**src/rtl/barret_1607_arbiter.sv**
```systemverilog
// barret_1607_arbiter: shares one combinational mod-1607 reducer between NREQ requesters.
// Round-robin arbitration by default; define BARRET_ARB_FIXED_PRIO_EN for lowest-index-wins priority.
// Ports: clk, rst (async, active-high); req_valid/req_data/req_ready per requester (21-bit operand i at
// req_data[21*i +: 21]); res_valid/res_data/res_id/res_ready result handshake; done_count counts deliveries.

module barret_for_1607 (
  input  logic [20:0] x,
  output logic [10:0] r
);
  logic [10:0] q;
  logic [20:0] t;
  // m = floor(2^22/1607) = 2610 underestimates the quotient by at most 1 for any 21-bit x,
  // so a single conditional subtract finishes the reduction.
  assign q = 11'((33'(x) * 33'd2610) >> 22);
  assign t = x - 21'(q) * 21'd1607;
  assign r = t >= 21'd1607 ? 11'(t - 21'd1607) : t[10:0];
endmodule

module barret_1607_arbiter #(
  parameter int NREQ = 4
) (
  input  logic              clk,
  input  logic              rst,
  input  logic [NREQ-1:0]   req_valid,
  input  logic [NREQ*21-1:0] req_data,
  output logic [NREQ-1:0]   req_ready,
  output logic              res_valid,
  output logic [10:0]       res_data,
  output logic [2:0]        res_id,
  input  logic              res_ready,
  output logic [15:0]       done_count
);
  typedef enum logic {EMPTY, FULL} state_t;
  state_t state;
  logic run, take;
  logic [2:0] grant;
  logic [20:0] operand;
  logic [10:0] residue;
  assign res_valid = state == FULL;
  assign take = !res_valid || res_ready;
`ifdef BARRET_ARB_FIXED_PRIO_EN
  always_comb begin
    grant = '0;
    for (int i = NREQ - 1; i >= 0; i--)
      if (req_valid[i]) grant = 3'(i);
  end
`else
  logic [2:0] last;
  logic [NREQ-1:0] sh;
  // Scan from farthest to nearest after last so the nearest pending requester wins.
  always_comb begin
    grant = '0;
    sh = '0;
    for (int k = NREQ; k >= 1; k--) begin
      sh = req_valid >> ((int'(last) + k) % NREQ);
      if (sh[0]) grant = 3'((int'(last) + k) % NREQ);
    end
  end
  always_ff @(posedge clk or posedge rst)
    if (rst) last <= 3'(NREQ - 1);
    else if (|req_ready) last <= grant;
`endif
  // run is cleared asynchronously by rst, keeping req_ready low until the first edge after release.
  assign req_ready = (run && take && |req_valid) ? NREQ'(1) << grant : '0;
  assign operand = 21'(req_data >> (21 * grant));
  barret_for_1607 u_red (.x(operand), .r(residue));
  always_ff @(posedge clk or posedge rst)
    if (rst) begin
      state      <= EMPTY;
      res_data   <= '0;
      res_id     <= '0;
      done_count <= '0;
      run        <= 1'b0;
    end else begin
      run <= 1'b1;
      if (|req_ready) begin
        state    <= FULL;
        res_data <= residue;
        res_id   <= grant;
      end else if (res_ready) state <= EMPTY;
      if (res_valid && res_ready) done_count <= done_count + 16'd1;
    end
endmodule

```
**config.mk**
```make
export PLATFORM = sky130hd
export DESIGN_NAME = barret_1607_arbiter
export DESIGN_NICKNAME = d
export VERILOG_FILES = /design/src/rtl/barret_1607_arbiter.sv
export SDC_FILE = /design/constraint.sdc
export NUM_CORES = 1
export LEC_CHECK = 0
export BUFFER_PORTS_ARGS = -buffer_cell sky130_fd_sc_hd__buf_4
export CAP_MARGIN = 20
export CORE_AREA = 3 3 125 127
export CTS_BUF_LIST = sky130_fd_sc_hd__clkbuf_8
export CTS_CLUSTER_DIAMETER = 150
export DETAILED_ROUTE_END_ITERATION = 8
export DIE_AREA = 0 0 128 130
export GPL_TIMING_DRIVEN = 1
export PLACE_DENSITY = 0.89
export SKIP_LAST_GASP = 1
export SYNTH_ARGS = -nofsm -noshare
export SYNTH_HDL_FRONTEND = slang
export SYNTH_HIERARCHICAL = 1
export SYNTH_SLANG_ARGS = --single-unit
```
**constraint.sdc**
```tcl
create_clock -name clk -period 32.5 [get_ports clk]
set_clock_uncertainty 0.05 [all_clocks]
set_input_delay 3.25 -clock clk [delete_from_list [all_inputs] [get_ports clk]]
set_output_delay 3.25 -clock clk [all_outputs]
set_load 0.02 [all_outputs]
```
==> results_dict.tcl <==
set metrics [dict create \
    status "complete, no violations" \
    post-route-util_pct 74.42 \
    syn_area_per_cell_sq_um 8.789 \
    place_ws_ns 16.65 \
    drive_gt1_share_pct 15.59 \
    hold_buffers 0 \
    drtIter0Drc 666 \
    syn_inst 1103 \
    first_pass_iters 6 \
    cp_common_cell "ha_1" \
    ys_seq_area_share_pct 8.544 \
    root_buffer "clkbuf_8" \
    setup_viol 0 \
    start_util_pct 66.70 \
    max-slew-margin-rel_pct 27.42 \
    drt.antenna.violating_nets 0 \
    synth_seq_cells 33 \
    yosys_warnings 6 \
    wirelength_um 24450 \
    cp_slowest_cell "a2111oi_4" \
    clk_pin_slew_worst_paths_ns 0.07 \
    die_h_um 130 \
    cts_resized 0 \
    synthArstFlopShare_pct 100.0 \
    post_drt_wl_per_cell_um 17.59 \
    path_class "primary input to register" \
    finalCritPeriodShare_pct 48.64 \
    finalSetupTns_ns 0 \
    cap_violations 0 \
    grt_pass1_vias 8941 \
    end_kind "register" \
    rsz0062_at_grt "false" \
    antenna_found_initial 0 \
    required_ns 32.61 \
    finalCriticalPeriod_ns 15.81 \
    num_antenna_cells 0 \
    layout_commonest_cell "ha_1" \
    die_x_um 128 \
    cts_tree "yes" \
    rows 44 \
    port_buffers 124 \
    vias 8501 \
    track_usage_pct 29.93 \
    cp.arrival_ns 15.92 \
    insertion_delay_ns 0.29 \
    synth-edff-count 0 \
    drc_errors 0 \
    viasPerCell 6.116 \
    synthFlopType "dfrtp_1" \
    routabilityCongestion 0.9695 \
    tightest_slew_ns 1.089 \
    overflow 0 \
    ys_types 84 \
    nNetsFinal 1605 \
    cts.sinks 33 \
    grt_start_max_net_pins 45 \
    cts.path.max_buffers 2 \
    crit_path_max_fanout 39 \
    slowest_delay_ns 0.80 \
    die_area_sq_mm 0.01664 \
    final_cell_mix "225 x ha_1, 194 x inv_1, 133 x buf_4, 95 x nand2_1, 84 x fa_1" \
    cts_buffers 5 \
    dp_hpwl_um 20480 \
    hold_viol 0 \
    htreeDepth 2 \
    syn-num-nets 1503 \
    setup_ws_ns 16.69 \
    syn_area_sq_mm 0.009694 \
    ios 126 \
    core_area_sq_mm 0.01453 \
    grt_pass1_wl_um 41080 \
    hold_class "register to register" \
    slew_viol_final 0 \
    post_cts_buffers 0 \
    fmax_mhz 63.27 \
    area_growth_syn_to_layout_pct 11.58 \
    start_kind "primary input" \
]
sequential cells by signal (all words and copies together), names as in the netlist:
register    flops
done_count     16
last            2
res_data       11
res_id          2
res_valid       1
run             1
cells in the mapped netlist, types with 3 or more instances:
library cell | number | area (sq um)
nand3_1 | 22 | 110.1
a21oi_1 | 50 | 250.2
nor3_1 | 18 | 90.09
clkbuf_1 | 16 | 60.06
a2111oi_0 | 3 | 26.28
nor2_1 | 38 | 142.6
nor3b_1 | 4 | 30.03
or3_1 | 3 | 18.77
mux2i_1 | 10 | 100.1
nand2b_1 | 15 | 93.84
a21oi_2 | 4 | 35.03
nand2_1 | 95 | 356.6
buf_4 | 4 | 30.03
buf_6 | 4 | 45.04
xnor2_1 | 37 | 324.1
o311ai_0 | 5 | 43.79
nand4_1 | 12 | 75.07
a21o_1 | 9 | 67.56
a211o_1 | 4 | 35.03
or2_2 | 6 | 37.54
and4_1 | 4 | 35.03
buf_2 | 13 | 65.06
nor2b_1 | 4 | 25.02
dfrtp_1 | 31 | 775.7
a31oi_1 | 7 | 43.79
o211ai_1 | 5 | 37.54
o21bai_1 | 5 | 37.54
a32oi_1 | 21 | 183.9
mux2_2 | 11 | 123.9
ha_1 | 225 | 2815
a31o_2 | 3 | 26.28
o21ai_0 | 25 | 125.1
xor2_1 | 17 | 148.9
or3b_2 | 3 | 26.28
nand3b_1 | 6 | 45.04
a211oi_1 | 3 | 22.52
and2_1 | 7 | 43.79
o31ai_1 | 3 | 22.52
and3_1 | 11 | 68.82
fa_1 | 84 | 1682
inv_1 | 194 | 728.2
o21a_1 | 3 | 22.52
mux2_1 | 4 | 45.04
per-stage QoR:
stage	hold slack (ns)	cell area, sq um	cells
6_report	0.4320	10820	1390
3_5_place_dp	0.4182	10730	1382
5_1_grt	0.4440	10820	1390
4_1_cts	0.4301	10820	1390
2_1_floorplan	0.4290	9694	1103
3_3_place_gp	0.4147	10730	1382
cells by family after synthesis:
group / synth area share (%)
AOI/OAI and AO/OA: 14.31
buffers and inverters: 9.615
xor gates and xnor gates: 4.879
adders and majority gates: 46.39
DFF: 8.544
other: 0.07747
and+or+nand+nor: 13.26
muxes: 2.930
final timing paths:
path / startpoint / end / slack, ns / cells past startpoint
worst min-delay path: done_count[15] / done_count[15] / 0.43 / 1
min in group asynchronous: rst / res_data[10] / 3.00 / 3
worst min register to register: done_count[15] / done_count[15] / 0.43 / 1
worst max register to register: last[0] / res_data[1] / 19.28 / 42
max in group asynchronous: rst / last[1] / 29.06 / 3
worst max-delay path: req_valid[0] / res_data[1] / 16.69 / 43
routing by layer:
| layer | track usage [%] | wire, um | up-vias |
|---|---|---|---|
| met5 | 0 | 0 | - |
| met4 | 10.11 | 822 | 0 |
| met3 | 3.561 | 1535 | 76 |
| met2 | 53.85 | 12190 | 382 |
| met1 | 37.38 | 9901 | 4047 |
| li1 | - | - | 3996 |
worst max-delay path, delay by kind of cell:
kind            cells  cell delay [ns]
compound gates     16             5.04
xor+xnor            1             0.38
fa+ha+maj          12             4.78
buf+inv             7             0.91
mux                 2             0.67
simple gates        5             0.86
area by class of cell:
class / count / area [sq um]
sequential: 33 / 828.3
fill: 969 / 3717
clock buffer: 5 / 68.82
tap: 184 / 230.2
clock inverter: 3 / 17.52
timing repair buffer: 133 / 998.5
multi-input combinational: 838 / 7945
inverter: 194 / 728.2
Power is not shown: default switching activity piles up to over one toggle a cycle in this logic, so the estimate is an artifact.
